## config.mk

```make
export PLATFORM = sky130hd
export DESIGN_NAME = calc4_port_core
export DESIGN_NICKNAME = d
export VERILOG_FILES = /design/src/rtl/calc_pkg.sv /design/src/rtl/calc_port_unit.sv /design/src/rtl/calc4_port_core.sv
export SDC_FILE = /design/constraint.sdc
export NUM_CORES = 2
export LEC_CHECK = 0
export CELL_PAD_IN_SITES_DETAIL_PLACEMENT = 1
export CELL_PAD_IN_SITES_GLOBAL_PLACEMENT = 1
export CORE_AREA = 2 2 384 234
export DETAILED_ROUTE_END_ITERATION = 12
export DIE_AREA = 0 0 386 236
export GPL_ROUTABILITY_DRIVEN = 0
export PLACE_DENSITY = 0.93
export REMOVE_ABC_BUFFERS = 1
export SYNTH_ARGS = -nofsm -noshare
export SYNTH_HDL_FRONTEND = slang
export SYNTH_SLANG_ARGS = --single-unit
```

## constraint.sdc

```tcl
create_clock -name main_clk -period 9.6 [get_ports main_clk]
set_clock_uncertainty 0.2 [all_clocks]
set_input_delay 2.4 -clock main_clk [delete_from_list [all_inputs] [get_ports main_clk]]
set_output_delay 2.4 -clock main_clk [all_outputs]
set_load 0.01 [all_outputs]
```

## src/rtl/calc_pkg.sv

```systemverilog
// Shared types and constants for the four-port calculator core.
// All vectors are big-endian: bit 0 is the MSB.
package calc_pkg;

    typedef logic [0:3]  cmd_t;
    typedef logic [0:1]  tag_t;
    typedef logic [0:1]  resp_t;
    typedef logic [0:31] data_t;

    localparam cmd_t CMD_IDLE = 4'b0000;
    localparam cmd_t CMD_ADD  = 4'b0001;
    localparam cmd_t CMD_SUB  = 4'b0010;
    localparam cmd_t CMD_SHL  = 4'b0101;
    localparam cmd_t CMD_SHR  = 4'b0110;

    localparam resp_t RESP_NONE = 2'b00;
    localparam resp_t RESP_OK   = 2'b01;
    localparam resp_t RESP_ERR  = 2'b10;

    // A port is either waiting for a command or collecting its second operand.
    typedef enum logic {
        ST_IDLE  = 1'b0,
        ST_OPND2 = 1'b1
    } port_state_e;

endpackage

```

## src/rtl/calc_port_unit.sv

```systemverilog
// One calculator port: two-cycle command capture, ALU and a one-cycle
// registered response. A command seen in cycle T answers in cycle T+3.
module calc_port_unit
    import calc_pkg::*;
(
    input  logic  clk,
    input  logic  rst_n,
    input  cmd_t  cmd_i,
    input  tag_t  tag_i,
    input  data_t data_i,
    output data_t data_o,
    output resp_t resp_o,
    output tag_t  tag_o
);

    port_state_e state_q, state_d;
    cmd_t        cmd_q;
    tag_t        tag_q;
    data_t       op1_q;
    data_t       op2_q;
    logic        go_q;
    data_t       resultData_q;
    resp_t       resultResp_q;
    tag_t        resultTag_q;

    logic        loadOp1;
    logic        loadOp2;
    data_t       aluData;
    resp_t       aluResp;
    logic [0:32] sum;

    // State register; reset abandons any half-collected command.
    always_ff @(posedge clk or negedge rst_n) begin
        if (!rst_n) begin
            state_q <= ST_IDLE;
        end else begin
            state_q <= state_d;
        end
    end

    // Next state and operand load strobes; cmd is ignored in the op2 cycle.
    always_comb begin
        state_d = state_q;
        loadOp1 = 1'b0;
        loadOp2 = 1'b0;
        case (state_q)
            ST_IDLE: begin
                if (cmd_i != CMD_IDLE) begin
                    loadOp1 = 1'b1;
                    state_d = ST_OPND2;
                end
            end
            ST_OPND2: begin
                loadOp2 = 1'b1;
                state_d = ST_IDLE;
            end
            default: state_d = ST_IDLE;
        endcase
    end

    // Operand capture; go_q marks the cycle in which the ALU result is valid.
    always_ff @(posedge clk or negedge rst_n) begin
        if (!rst_n) begin
            cmd_q <= CMD_IDLE;
            tag_q <= '0;
            op1_q <= '0;
            op2_q <= '0;
            go_q  <= 1'b0;
        end else begin
            if (loadOp1) begin
                cmd_q <= cmd_i;
                tag_q <= tag_i;
                op1_q <= data_i;
            end
            if (loadOp2) begin
                op2_q <= data_i;
            end
            go_q <= loadOp2;
        end
    end

    // Unsigned 32-bit ALU; overflow, underflow and unknown opcodes give ERR with zero data.
    always_comb begin
        sum     = '0;
        aluData = '0;
        aluResp = RESP_ERR;
        case (cmd_q)
            CMD_ADD: begin
                sum = {1'b0, op1_q} + {1'b0, op2_q};
                if (!sum[0]) begin
                    aluData = sum[1:32];
                    aluResp = RESP_OK;
                end
            end
            CMD_SUB: begin
                if (op2_q <= op1_q) begin
                    aluData = op1_q - op2_q;
                    aluResp = RESP_OK;
                end
            end
            CMD_SHL: begin
                aluData = op1_q << op2_q[27:31];
                aluResp = RESP_OK;
            end
            CMD_SHR: begin
                aluData = op1_q >> op2_q[27:31];
                aluResp = RESP_OK;
            end
            default: begin
                aluData = '0;
                aluResp = RESP_ERR;
            end
        endcase
    end

    // Response register holds a result for exactly one cycle, otherwise all zero.
    always_ff @(posedge clk or negedge rst_n) begin
        if (!rst_n) begin
            resultData_q <= '0;
            resultResp_q <= RESP_NONE;
            resultTag_q  <= '0;
        end else if (go_q) begin
            resultData_q <= aluData;
            resultResp_q <= aluResp;
            resultTag_q  <= tag_q;
        end else begin
            resultData_q <= '0;
            resultResp_q <= RESP_NONE;
            resultTag_q  <= '0;
        end
    end

    assign data_o = resultData_q;
    assign resp_o = resultResp_q;
    assign tag_o  = resultTag_q;

endmodule

```

## src/rtl/calc4_port_core.sv

```systemverilog
// Four independent calculator ports sharing one clock and reset.
// Scan hooks are accepted but have no function; scan_out is held low.
module calc4_port_core
    import calc_pkg::*;
(
    input  logic  main_clk,
    input  logic  reset,
    input  cmd_t  req1_cmd_in,
    input  tag_t  req1_tag_in,
    input  data_t req1_data_in,
    input  cmd_t  req2_cmd_in,
    input  tag_t  req2_tag_in,
    input  data_t req2_data_in,
    input  cmd_t  req3_cmd_in,
    input  tag_t  req3_tag_in,
    input  data_t req3_data_in,
    input  cmd_t  req4_cmd_in,
    input  tag_t  req4_tag_in,
    input  data_t req4_data_in,
    output data_t out_data1,
    output resp_t out_resp1,
    output tag_t  out_tag1,
    output data_t out_data2,
    output resp_t out_resp2,
    output tag_t  out_tag2,
    output data_t out_data3,
    output resp_t out_resp3,
    output tag_t  out_tag3,
    output data_t out_data4,
    output resp_t out_resp4,
    output tag_t  out_tag4,
    input  logic  scan_in,
    input  logic  a_clk,
    input  logic  b_clk,
    output logic  scan_out
);

    logic unused_scan;
    assign unused_scan = scan_in ^ a_clk ^ b_clk;
    assign scan_out    = 1'b0;

    calc_port_unit u_port1 (
        .clk(main_clk), .rst_n(reset),
        .cmd_i(req1_cmd_in), .tag_i(req1_tag_in), .data_i(req1_data_in),
        .data_o(out_data1), .resp_o(out_resp1), .tag_o(out_tag1)
    );

    calc_port_unit u_port2 (
        .clk(main_clk), .rst_n(reset),
        .cmd_i(req2_cmd_in), .tag_i(req2_tag_in), .data_i(req2_data_in),
        .data_o(out_data2), .resp_o(out_resp2), .tag_o(out_tag2)
    );

    calc_port_unit u_port3 (
        .clk(main_clk), .rst_n(reset),
        .cmd_i(req3_cmd_in), .tag_i(req3_tag_in), .data_i(req3_data_in),
        .data_o(out_data3), .resp_o(out_resp3), .tag_o(out_tag3)
    );

    calc_port_unit u_port4 (
        .clk(main_clk), .rst_n(reset),
        .cmd_i(req4_cmd_in), .tag_i(req4_tag_in), .data_i(req4_data_in),
        .data_o(out_data4), .resp_o(out_resp4), .tag_o(out_tag4)
    );

endmodule

```

# --- Word level (Yosys, flattened, before mapping) ---
# Cells that the tools add are included.
classes:
  add_sub_neg: 8
  magnitude_cmp: 4
  eq_ne: 16
  n_shift: 8
  n_mux: 52
  bitwise_logic: 4
  reduce_logical: 8
op_table:
  columns: ["operator", "count"]
  rows:
  - ["32-bit one-hot mux with 4 select lines", 4]
  - ["32-bit 2-to-1 mux", 12]
  - ["32-bit by 32-bit adder with 33-bit output", 4]
  - ["32-bit <= comparator", 4]
  - ["32-bit by 5-bit left shift with 32-bit output", 4]
  - ["32-bit by 5-bit >> shifter with 32-bit output", 4]
  - ["32-bit subtractor", 4]
  - ["4-bit by 3-bit equality test with 1-bit output (second input constant)", 8]
  - ["2-bit 2-to-1 mux", 16]
  - ["2-bit one-hot mux with 3 select lines", 4]
  - ["4-bit by 1-bit equality test with 1-bit output (second input constant)", 4]
  - ["4-bit by 2-bit equality test with 1-bit output (second input constant)", 4]
  - ["4-bit nonzero test", 4]
  - ["1-bit 2-to-1 mux", 12]
  - ["1-bit one-hot mux with 2 select lines", 4]
  - ["2-bit OR reduction", 4]
  - ["1-bit NOT", 4]
totals:
  regBits: 432
  in_bits: 157
  wordCells: 136

# --- Logic depth before layout (Yosys ltp) ---
depth:
  depth_word: 4
  mapped_depth: 18
  depth_no_buf: 13

# --- Modules after synthesis ---
# Synthesis repeated with hierarchy kept, for this count alone.
unflattened:
  hier_cells: 5392
  area_unflattened_um2: 42604.6
modules_own_cells:
  columns: ["module", "n_inst", "cells_per_inst", "area_per_inst_um2", "seq_area_each_um2"]
  rows:
  - ["calc_port_unit at u_port2 ...", 3, 1330, 10451.3, 2702.6]
  - ["calc_port_unit at u_port1", 1, 1400, 11239.5, 2702.6]
  - ["calc4_port_core", 1, 2, 11.3, 0.0]

# --- Worst setup path before layout ---
# Ideal clock, no wire load.
synth_timing:
  kind: "reg-to-reg"
  startpoint: "reg u_port1.op2_q[1]"
  endpoint: "reg u_port1.resultData_q[25] (netlist: u_port1.data_o[25])"
  setup_time_ns: 0.133
  arrival_time_ns: 4.256
  required_time_ns: 9.267
  setup_slack_ns: 5.011
  stages_incl_launch_ff: 17
  n_path_buf: 4
  cell_sequence: "dfrtp_1 -> clkinv_1 -> buf_1 -> clkbuf_1 -> clkbuf_1 -> fa_1 -> or2_2 -> a221oi_1 -> o41a_1 -> o21a_1 -> a211oi_1 -> o41ai_2 -> a31o_2 -> clkbuf_1 -> nor2_1 -> o31ai_1 -> o21ai_0"
synth_via:
  elab_chain_len: 4
  word_cells_on_any_way: 9
  classes_between: "add/sub (2); order compare (1); shift (2); mux (4)"
synth_lines:
  columns: ["element", "line_no", "text"]
  rows:
  - ["from (decl)", "calc_port_unit.sv:20", "data_t op2_q;"]
  - ["from (signal assigned)", "calc_port_unit.sv:76", "op2_q <= data_i;"]
  - ["32-bit subtractor (tied with other cells)", "calc_port_unit.sv:97", "aluData = op1_q - op2_q;"]
  - ["32-bit 2-to-1 mux (on tied branches)", "calc_port_unit.sv:96, calc_port_unit.sv:90", null]
  - ["32-bit one-hot mux with 4 select lines (*)", "calc_port_unit.sv:87", "case (cmd_q)"]
  - ["32-bit 2-to-1 mux (*)", "calc_port_unit.sv:122", "end else if (go_q) begin"]
  - ["to (signal assigned)", "calc_port_unit.sv:123", "resultData_q <= aluData;"]
  - ["to (decl)", "calc_port_unit.sv:22", "data_t resultData_q;"]
# Mark *: on every way between the ends. The rest lies on a longest branch, timed or not.
# A chain may end at the register's enable or synchronous reset.

# --- Worst setup path after layout ---
layout_timing:
  startpoint: "reg u_port2.op2_q[3]"
  endpoint: "reg u_port2.resultData_q[15] (netlist: u_port2.data_o[15])"
layout_via:
  elab_chain_len: 4
  word_cells_on_any_way: 9
  classes_between: "add/sub (2); order compare (1); shift (2); mux (4)"
layout_lines:
  columns: ["element", "line_no"]
  rows:
  - ["from (decl)", "calc_port_unit.sv:20"]
  - ["from (signal assigned)", "calc_port_unit.sv:76"]
  - ["32-bit subtractor (tied with other cells)", "calc_port_unit.sv:97"]
  - ["32-bit 2-to-1 mux (on tied branches)", "calc_port_unit.sv:96, calc_port_unit.sv:90"]
  - ["32-bit one-hot mux with 4 select lines (*)", "calc_port_unit.sv:87"]
  - ["32-bit 2-to-1 mux (*)", "calc_port_unit.sv:122"]
  - ["to (signal assigned)", "calc_port_unit.sv:123"]
  - ["to (decl)", "calc_port_unit.sv:22"]
# Marks and branches as above.

==> out/results.txt <==
crit path launch type: flop
Root Buffer: clkbuf_16
initial cell density of the core: 48.2%
number of global-route vias before repair: 45564
FF+latch count, synth: 432
postcts setup bufs: 0
# rows: 85
Residual DRC: 0
drt pass-1 iters: 11
Tmin final: 6300 ps
Die Width: 386 um
Core Area: 0.0882 mm2
wirelength, routed: 178 mm
Syn Inst Count: 5426
initial antenna violation count: 17
via count: 46088
DP HPWL: 132 mm
synthesized area: 0.0425 mm2
Data required, critical path: 9950 ps
Lkg Pwr: 19.6 nW
Primary FF master, synth: dfrtp_1
final setup fails: 0
failing checks: max-capacitance violations, max-slew violations
TritonCTS Buffers: 46
Clk Latency, worst-skew pair: 620 ps
pin count of the biggest net entering global routing: 151
max cap viols: 1
CTS Hold Buffers Added: 0
Worst slew margin: -1.55%
Clk pin slew, worst setup/hold paths: 70 ps
most frequent cells after synthesis: 536 x nor2_1, 498 x nand2_1, 492 x a21oi_1
first-pass GRT wire length: 274 mm
maximum vdd drop: 0.175 mV
Layout Utilization: 54.0%
unrepaired setup endpoints after global routing: no
die height: 236 um
Top Ports: 302
Power Density: 310 mW/mm2
Worst EP arrival: 6650 ps
EDFF count, synth: 0
CTS tree: yes
hold crit path type: reg -> reg
maximum clock rate: 159 MHz
Netlist cell types: 88
total negative setup slack: 0 ps
fraction of layout cells with a size suffix above 1: 8.63%
Total GRT Usage: 37.9%
Post-CTS Resized: 0
# port buffers: 297
FFs w/ async S/R, synth: 100%
WL/cell: 26.7 um
total grt overflow: 0
H-tree depth: 2
status: finished with violations
Hold Path Depth: 1
final period utilization: 65.7%
Slew Viols, Final: 1
Final ANT Viol Nets: 0
count leader, synth: nor2_1
syn avg cell area: 7.84 um2
Crit. End Element: flop
1st-iter DRT viols: 7065
Hold Slack: 268 ps
post-synthesis sequential area ratio: 25.4%
vias per inst: 6.91
die area: 0.0911 mm2
post-synth top area cell: dfrtp_1
critical path fanouts, max: 70
R2R depth: 14
largest cells by area after synthesis: dfrtp_1 25%, ha_1 7.7%, a21oi_1 5.8%
Sink Count: 432
Synth-to-Final Area Change: 11.9%
Slew @ Worst Pin: 1480 ps
post-synth top area share: 25.4%
Layout Nets: 5873
clock buffer depth: 3
Setup CP Type: reg -> reg
Hold Violations, Final: 0
Yosys warning total: 0
## critical path, stage by stage (launching register included)
cell	delay (ps)
dfrtp_2	340
buf_4	560
clkinv_1	810
ha_1	740
inv_1	100
o221ai_1	350
a211oi_1	200
o21ai_0	480
o21a_1	220
o21ai_1	220
a21oi_2	450
buf_4	430
a21oi_1	140
a22oi_1	760
o31a_1	200
## sequential cells by signal (all words and copies together) (netlist names), 32 cells and up
| register | cells |
|---|---|
| u_port1.data_o | 32 |
| u_port1.op1_q | 32 |
| u_port1.op2_q | 32 |
| u_port2.data_o | 32 |
| u_port2.op1_q | 32 |
| u_port2.op2_q | 32 |
| u_port3.data_o | 32 |
| u_port3.op1_q | 32 |
| u_port3.op2_q | 32 |
| u_port4.data_o | 32 |
| u_port4.op1_q | 32 |
| u_port4.op2_q | 32 |
## through the flow
stage | total power, W | instances | setup WS, ps | area, um2
global route | 0.0155 | 6662 | 3290 | 47600
finish | 0.0148 | 6665 | 3300 | 47600
global placement | 0.0118 | 6574 | 3980 | 46100
CTS | 0.0143 | 6658 | 3770 | 47600
detailed placement | 0.0123 | 6574 | 3840 | 46100
floorplan | 0.00910 | 5038 | 2670 | 41000
## final timing paths
| kind | from | endpoint | slack (ps) |
|---|---|---|---|
| worst max-delay path | u_port2.op2_q[3] | u_port2.data_o[15] | 3300 |
| worst min-delay path | u_port1.tag_q[1] | u_port1.tag_o[1] | 270 |
| worst max register to register | u_port2.op2_q[3] | u_port2.data_o[15] | 3300 |
| worst min register to register | u_port1.tag_q[1] | u_port1.tag_o[1] | 270 |
| max in group asynchronous | reset | u_port3.op2_q[1] | 6110 |
| min in group asynchronous | reset | u_port2.op2_q[7] | 1640 |
## area by class of cell
| type | instances | area [um2] |
|---|---|---|
| antenna | 7 | 17.5 |
| clock buffer | 63 | 1270 |
| clock inverter | 21 | 248 |
| fill | 10756 | 40600 |
| inverter | 300 | 1130 |
| multi-input combinational | 4306 | 29100 |
| sequential | 432 | 10800 |
| tap | 1174 | 1470 |
| timing repair buffer | 362 | 3490 |
## report_power, final
group	total, W	switching, W	leakage (nW)	internal, W
logic	0.00986	0.00634	13.5	0.00352
clock network	0.00191	0.000855	0.735	0.00106
registers	0.00299	0.000716	5.38	0.00227
total	0.0148	0.00791	19.6	0.00685
## cells by family (layout without fill, tap and decap cells)
group,Yosys count,count (layout),share of synthesized area (%)
mux,433,433,12.5
flops,432,432,25.4
buf+inv,688,746,6.20
compound gates,1881,1881,28.1
xor+xnor,120,120,2.47
other cells,1,8,0.00882
fa+ha+maj,268,268,8.03
simple gates,1603,1603,17.2
## metal layers
metal  GRT usage, %  vias up  routed length [um]
li1               -    19803                   -
met1           54.3    22509               73700
met2           52.8     3230               72200
met3           13.5      532               25900
met4           11.5       14                6260
met5              0        -                  89
## placed cells by master, fill, tap and decap left out, drive strengths merged, types with 120 or more instances in the layout
cell type and n:
o22ai 120, ha 260, o21ai 486, dfrtp 432
nor2 536, mux2i 189, mux2 184, inv 291
nand2 498, clkdlybuf4s50 296, a21oi 493
Note: power is estimated with default switching activity, not from simulation.
